===== src/rtl/axi4_lite_slave_param.sv =====
// axi4_lite_slave_param: parametrised AXI4-Lite register bank with byte strobes, DECERR/SLVERR responses and optional privileged-only access
module axi4_lite_slave_param #(
  parameter int DATA_WIDTH = 32,
  parameter int ADDR_WIDTH = 4,
  parameter int DEPTH = 4,
  parameter bit PRIV_ONLY = 1'b0
) (
  input  logic                      i_ACLK,
  input  logic                      i_ARESET,
  input  logic                      i_M_AWVALID,
  output logic                      o_S_AWREADY,
  input  logic [ADDR_WIDTH-1:0]     i_M_AWADDR,
  input  logic [2:0]                i_M_AWPROT,
  input  logic                      i_M_WVALID,
  output logic                      o_S_WREADY,
  input  logic [DATA_WIDTH-1:0]     i_M_WDATA,
  input  logic [DATA_WIDTH/8-1:0]   i_M_WSTRB,
  output logic                      o_S_BVALID,
  input  logic                      i_M_BREADY,
  output logic [1:0]                o_S_BRESP,
  input  logic                      i_M_ARVALID,
  output logic                      o_S_ARREADY,
  input  logic [ADDR_WIDTH-1:0]     i_M_ARADDR,
  input  logic [2:0]                i_M_ARPROT,
  output logic                      o_S_RVALID,
  input  logic                      i_M_RREADY,
  output logic [DATA_WIDTH-1:0]     o_S_RDATA,
  output logic [1:0]                o_S_RRESP
);
  localparam int STRB_WIDTH = DATA_WIDTH / 8;
  localparam int OFS = STRB_WIDTH > 1 ? $clog2(STRB_WIDTH) : 0;
  localparam int WW = ADDR_WIDTH - OFS;
  localparam int IW = DEPTH > 1 ? $clog2(DEPTH) : 1;
  localparam logic [WW-1:0] LAST = WW'(DEPTH - 1);
  function automatic logic [1:0] resp_of(input logic [WW-1:0] w, input logic p);
    return w > LAST ? 2'b11 : (PRIV_ONLY && !p) ? 2'b10 : 2'b00;
  endfunction
  logic run, aw_held, w_held, aw_prot_q, bvalid, rvalid;
  logic aw_ready, w_ready, ar_ready, aw_hs, w_hs, ar_hs, commit, aw_prot;
  logic [WW-1:0] aw_word_q, aw_word, ar_word;
  logic [DATA_WIDTH-1:0] w_data_q, w_data, rdata;
  logic [STRB_WIDTH-1:0] w_strb_q, w_strb;
  logic [1:0] bresp, rresp, wresp, rsp;
  logic [DEPTH-1:0][DATA_WIDTH-1:0] regs;
  logic unused_ok;
  assign unused_ok = ^{i_M_AWPROT, i_M_ARPROT, i_M_AWADDR, i_M_ARADDR};
  assign aw_ready = run && !aw_held && !bvalid;
  assign w_ready = run && !w_held && !bvalid;
  assign ar_ready = run && !rvalid;
  assign aw_hs = i_M_AWVALID && aw_ready;
  assign w_hs = i_M_WVALID && w_ready;
  assign ar_hs = i_M_ARVALID && ar_ready;
  assign commit = (aw_held || aw_hs) && (w_held || w_hs);
  assign aw_word = aw_held ? aw_word_q : i_M_AWADDR[ADDR_WIDTH-1:OFS];
  assign aw_prot = aw_held ? aw_prot_q : i_M_AWPROT[0];
  assign w_data = w_held ? w_data_q : i_M_WDATA;
  assign w_strb = w_held ? w_strb_q : i_M_WSTRB;
  assign wresp = resp_of(aw_word, aw_prot);
  assign ar_word = i_M_ARADDR[ADDR_WIDTH-1:OFS];
  assign rsp = resp_of(ar_word, i_M_ARPROT[0]);
  assign o_S_AWREADY = aw_ready;
  assign o_S_WREADY = w_ready;
  assign o_S_ARREADY = ar_ready;
  assign o_S_BVALID = bvalid;
  assign o_S_BRESP = bresp;
  assign o_S_RVALID = rvalid;
  assign o_S_RDATA = rdata;
  assign o_S_RRESP = rresp;
  always_ff @(posedge i_ACLK) begin
    if (i_ARESET) begin
      run <= 1'b0;
      aw_held <= 1'b0;
      w_held <= 1'b0;
      bvalid <= 1'b0;
      bresp <= 2'b00;
      rvalid <= 1'b0;
      rdata <= '0;
      rresp <= 2'b00;
    end else begin
      run <= 1'b1;
      aw_held <= !commit && (aw_held || aw_hs);
      w_held <= !commit && (w_held || w_hs);
      if (aw_hs) begin
        aw_word_q <= i_M_AWADDR[ADDR_WIDTH-1:OFS];
        aw_prot_q <= i_M_AWPROT[0];
      end
      if (w_hs) begin
        w_data_q <= i_M_WDATA;
        w_strb_q <= i_M_WSTRB;
      end
      bvalid <= commit || (bvalid && !i_M_BREADY);
      if (commit) bresp <= wresp;
      rvalid <= ar_hs || (rvalid && !i_M_RREADY);
      if (ar_hs) begin
        rdata <= rsp == 2'b00 ? regs[ar_word[IW-1:0]] : '0;
        rresp <= rsp;
      end
    end
  end
  always_ff @(posedge i_ACLK) begin
    if (i_ARESET) regs <= '0;
    else if (commit && wresp == 2'b00)
      for (int b = 0; b < STRB_WIDTH; b++)
        if (w_strb[b]) regs[aw_word[IW-1:0]][8*b +: 8] <= w_data[8*b +: 8];
  end
endmodule

===== config.mk =====
export PLATFORM = sky130hd
export DESIGN_NAME = axi4_lite_slave_param
export DESIGN_NICKNAME = d
export VERILOG_FILES = /design/src/rtl/axi4_lite_slave_param.sv
export SDC_FILE = /design/constraint.sdc
export NUM_CORES = 1
export LEC_CHECK = 0
export BUFFER_PORTS_ARGS = -buffer_cell sky130_fd_sc_hd__clkbuf_2
export CAP_MARGIN = 15
export CORE_ASPECT_RATIO = 1.2
export CORE_UTILIZATION = 50
export CTS_CLUSTER_SIZE = 10
export DETAILED_ROUTE_END_ITERATION = 8
export PLACE_DENSITY = 0.78
export SETUP_SLACK_MARGIN = 0.2
export SKIP_CTS_REPAIR_TIMING = 1
export SLEW_MARGIN = 20
export SYNTH_ARGS = -nofsm -noshare
export SYNTH_HDL_FRONTEND = slang
export SYNTH_SLANG_ARGS = --single-unit

===== constraint.sdc =====
create_clock -name i_ACLK -period 5.9 [get_ports i_ACLK]
set_clock_uncertainty 0.15 [all_clocks]
set_input_delay 0 -clock i_ACLK [delete_from_list [all_inputs] [get_ports i_ACLK]]
set_output_delay 0 -clock i_ACLK [all_outputs]
set_load 0.05 [all_outputs]

# Yosys cells after proc, flatten, opt, wreduce, memory -nomap -nowiden
# Cells that the tools add are included.
[word_totals]
regBits = 207
latchBits = 0
mem_bits_rw = 0
mem_bits_ro = 0
out_inout_bits = 41
n_memories = 0
[op_classes]
add_sub_neg = 0
multipliers = 0
n_div = 0
n_lt_le_gt_ge = 5
n_eq_ne = 0
n_shift = 0
mux = 31
bitwise = 1
n_reduce_logical = 30
[ops]
columns = ["operator", "count"]
rows = [
  ["128-bit 2-to-1 mux", 10],
  ["128-bit bitwise mux", 4],
  ["32-bit demux with 2-bit select", 4],
  ["32-bit 2-to-1 mux", 4],
  ["32-bit binary-select mux with 2-bit select", 1],
  ["24-bit 2-to-1 mux", 1],
  ["16-bit 2-to-1 mux", 1],
  ["1-bit logical AND", 15],
  ["8-bit 2-to-1 mux", 1],
  ["1-bit zero test", 7],
  ["2-bit by 3-bit < comparator with 1-bit output, second input constant", 2],
  ["2-bit 2-to-1 mux", 3],
  ["2-bit greater-than comparator, second input constant", 2],
  ["2-bit zero test", 2],
  ["1-bit logical OR", 4],
  ["4-bit 2-to-1 mux", 1],
  ["2-bit AND reduction", 2],
  ["2-bit by 1-bit >= comparator with 1-bit output, second input constant", 1],
  ["1-bit 2-to-1 mux", 1],
  ["1-bit NOT", 1],
]

# Depth between registers and ports, before layout
[depth]
ltp_word = 19
mapped_depth = 6
ltp_nobuf = 4

# Least setup slack after synthesis
# No wires, ideal clock.
[synth_timing]
kind = "reg-to-reg"
startpoint = "reg bvalid, in the netlist o_S_BVALID"
endpoint = "reg w_data_q[0], enable pin"
setup_time_ns = 0.474
arrival_time_ns = 3.231
setup_slack_ns = 2.045
path_stages_with_launch = 3
period_less_slack_ns = 3.855
cell_sequence = "dfxtp_1 nand3b_1 nor3_1"
[synth_between]
elab_chain_len = 4
[synth_rtl]
columns = ["item", "line", "source"]
rows = [
  ["start, declared", "38", "logic run, aw_held, w_held, aw_prot_q, bvalid, rvalid;"],
  ["start signal, assigned", "91", "bvalid <= commit || (bvalid && !i_M_BREADY);"],
  ["1-bit zero test", "48", "assign w_ready = run && !w_held && !bvalid;"],
  ["1-bit logical AND", "48", ""],
  ["1-bit logical AND", "51", "assign w_hs = i_M_WVALID && w_ready;"],
  ["2-bit AND reduction (no line)", "n/a", ""],
  ["end signal, assigned", "88", "w_data_q <= i_M_WDATA;"],
  ["end, declared", "41", "logic [DATA_WIDTH-1:0] w_data_q, w_data, rdata;"],
]
# No other way between the ends.
# A chain may end at the register's enable or synchronous reset.

# Worst setup path in the final report
[layout_timing]
startpoint = "reg w_held"
endpoint = "reg bvalid, in the netlist o_S_BVALID"
[layout_between]
elab_chain_len = 7
[layout_rtl]
columns = ["item", "line", "source"]
rows = [
  ["start, declared", "38", ""],
  ["start signal, assigned", "82", "w_held <= !commit && (w_held || w_hs);"],
  ["1-bit zero test", "48", ""],
  ["1-bit logical AND (2 in a row)", "48", ""],
  ["1-bit logical AND", "51", ""],
  ["1-bit logical OR *", "53", "assign commit = (aw_held || aw_hs) && (w_held || w_hs);"],
  ["1-bit logical AND *", "53", ""],
  ["1-bit logical OR *", "91", ""],
]
# Mark *: on every way between the ends. The rest lies on a longest branch, timed or not.

==> impl_results.md <==
* RePlAce Congestion at 0.706
* Crit-path max cell delay at between 1 and 1.5 ns
* Setup ws final at ~3.2 ns
* Asr flop ratio synth at 0
* R2R cell count at 6
* Leak at roughly 4.5 nW
* #FFs+latches synth at 203
* Post-synthesis sequential area ratio at 0.519
* Peak VDD IR at roughly 0.17 mV
* Hpwl dp at approximately 11000 um
* Layout area overhead at 19.9%
* Final hold slack at ~0.084 ns
* Synth Instances at 750
* R2r setup slk at 3.23 ns
* DRT iter0 DRCs at between 200 and 300
* TritonCTS Buffers at 24
* Initial antenna violation count at 0
* Pins Over Slew Limit at 0
* Tcrit/Tclk final at 0.453
* Worst EP arrival at 2.96 ns
* Overall Global Routing Usage at 0.197
* Design Power at 2.99 mW
* Worst Setup End Kind: register
* Power Density at between 200 and 300 nW/um2
* Hold path cells at 2
* Outcome: finished clean
* Total number of vias at approximately 5800
* Largest fanout on the critical path at between 40 and 50
* Final setup TNS at 0 ns
* TritonCTS clock tree: built
* Final wirelength at roughly 18000 um
* Die ar. at 17700 um2
* First-pass GRT wire length at about 28000 um
* Post-route ant nets at 0
* PortBufs at 83
* Grt ovf at 0
* Clock Path Buffers at 3
* Hold Crit Class: in -> reg
* Die W at around 120 um
* Main synth FF type: dfxtp_1
* Avg Inst Size Synth at 11.4 um2
* Die Height at 145 um
* Reg clk slew, reported paths at about 0.06 ns
* Slowest CP cell: dfxtp_2
* Fmax at between 300 and 400 MHz
* Worst Setup Start Kind: register
* NumNets Final at between 900 and 1000
* Worst relative slew slack at 0.265
* Core ar. at between 15000 and 20000 um2
* Post-route minimum period at 2.67 ns
* YS warnings at 0
* Max cap viols at 0
* Vias in the first global route at roughly 5600
* Place WS at between 3 and 4 ns
* Antenna cell count at 0
* Largest net degree at the start of global routing at 68
* Final Hold Violating Endpoints at 0
* Drt pass-1 iters at 4
* H-tree Lvls at 1
* Tightest Pin Transition at 1.10 ns
* Clk root buf: clkbuf_16
* Number of synthesized flops with an enable pin at 38
* Placed Cells at around 1000
* CP cell instances: inv_1, a22oi_2, buf_4, a21oi_1, nor2_1, dlygate4sd3_1
* Critical path type: reg -> reg
* # DRC at 0
* # rows at between 50 and 60
* Wirelength per Cell at between 15 and 20 um
* Fraction of final layout cells sized beyond drive strength 1 at 0.239
* Worst skew pair latency at 0.50 ns
* Count of cell types in the netlist at 30
* Ports at just under 100
* Fin cells at 1102
* Synthesized cell area at ~8600 um2
* Unrepaired setup endpoints after global routing: no
* Final setup vio count at 0
* Clk sink count at 203
* Via/cell ratio at 5.30
* Req. time, crit path at 6.19 ns
* Initial Utilization at 0.510
## flip-flops by register name, indices dropped and copies added (netlist names)
| register | flops |
|---|---|
| o_S_RDATA | 32 |
| aw_held | 1 |
| o_S_BVALID | 1 |
| regs | 128 |
| w_strb_q | 4 |
| run | 1 |
| w_data_q | 32 |
| aw_word_q | 2 |
| o_S_RVALID | 1 |
| w_held | 1 |
## synthesized netlist by cell type, types with 2 or more instances
cell type | instances | area share
nand2_1 | 226 | 0.099
dfxtp_1 | 165 | 0.39
mux2i_1 | 128 | 0.15
edfxtp_1 | 38 | 0.13
mux2_2 | 36 | 0.047
a21oi_1 | 34 | 0.020
mux4_2 | 32 | 0.084
clkbuf_1 | 23 | 0.010
buf_2 | 12 | 0.0070
nand3_4 | 9 | 0.018
nand3_2 | 7 | 0.0082
buf_1 | 5 | 0.0022
inv_1 | 5 | 0.0022
buf_4 | 4 | 0.0035
nor2_1 | 4 | 0.0018
nand2b_1 | 3 | 0.0022
inv_2 | 2 | 0.00088
nand3b_1 | 2 | 0.0018
nor3_1 | 2 | 0.0012
o22ai_4 | 2 | 0.0047
o32ai_4 | 2 | 0.0064
## layout by cell type (no fill, tap or decap), types with 2 or more instances in the layout
cell type	Yosys	routed
a21oi_1	34	34
buf_4	4	8
clkbuf_1	23	14
clkbuf_16	0	25
clkbuf_2	0	83
conb_1	1	4
dfxtp_1	165	164
dlygate4sd3_1	0	47
edfxtp_1	38	38
inv_1	5	5
inv_4	0	2
mux2_2	36	36
mux2i_1	128	128
mux4_2	32	32
nand2_1	226	226
nand2b_1	3	3
nand3_2	7	7
nand3_4	9	9
nand3b_1	2	2
nor2_1	4	4
o22ai_4	2	2
o32ai_4	2	2
## per-stage QoR
step / instance area [um2] / utilization
final: 10300 / 0.612
after global routing: 10300 / 0.612
after CTS: 9800 / 0.584
after detailed placement: 9100 / 0.542
after global placement: 9100 / 0.542
after floorplan: 8570 / -
## worst max-delay path, delay by kind of cell (launching register included)
family          cells  cell delay, ns
compound gates      2            0.30
buf+inv             3            1.05
flops               1            1.01
simple gates        1            0.10
## power by group
part	internal (mW)	total, mW	switching [mW]
clock network	0.791	1.32	0.527
registers	1.43	1.45	0.0157
logic	0.0900	0.223	0.133
## logic make-up (layout without fill, tap and decap cells)
| kind of cell | after synthesis | after routing | synth area share |
|---|---|---|---|
| flops | 203 | 203 | 0.519 |
| simple gates | 256 | 256 | 0.135 |
| mux | 196 | 196 | 0.281 |
| compound gates | 41 | 41 | 0.0348 |
| other cells | 1 | 4 | 0.000438 |
| buf+inv | 53 | 186 | 0.0295 |
## layer usage
metal	track usage	up-vias	share of wire
met5	0	-	0
met4	0.0537	0	0.015
met3	0.0259	24	0.042
met2	0.334	119	0.51
met1	0.263	2834	0.44
li1	-	2863	-
## path summary, 6_finish.rpt
kind | from | to
max | w_held$_SDFF_PP0_ | o_S_BVALID$_SDFF_PP0_
min | i_M_WDATA[25] | w_data_q[25]$_DFFE_PP_
max reg2reg | w_held$_SDFF_PP0_ | o_S_BVALID$_SDFF_PP0_
min reg2reg | o_S_RDATA[26]$_SDFFE_PP0P_ | o_S_RDATA[26]$_SDFFE_PP0P_
## cell type report
type	count	area (um2)
tap	216	270
clock inverter	1	6.26
inverter	7	28.8
fill	1382	6520
clock buffer	40	692
sequential	203	4450
multi-input combinational	497	3880
timing repair buffer	138	946
Note: power is estimated with default switching activity, not from simulation.
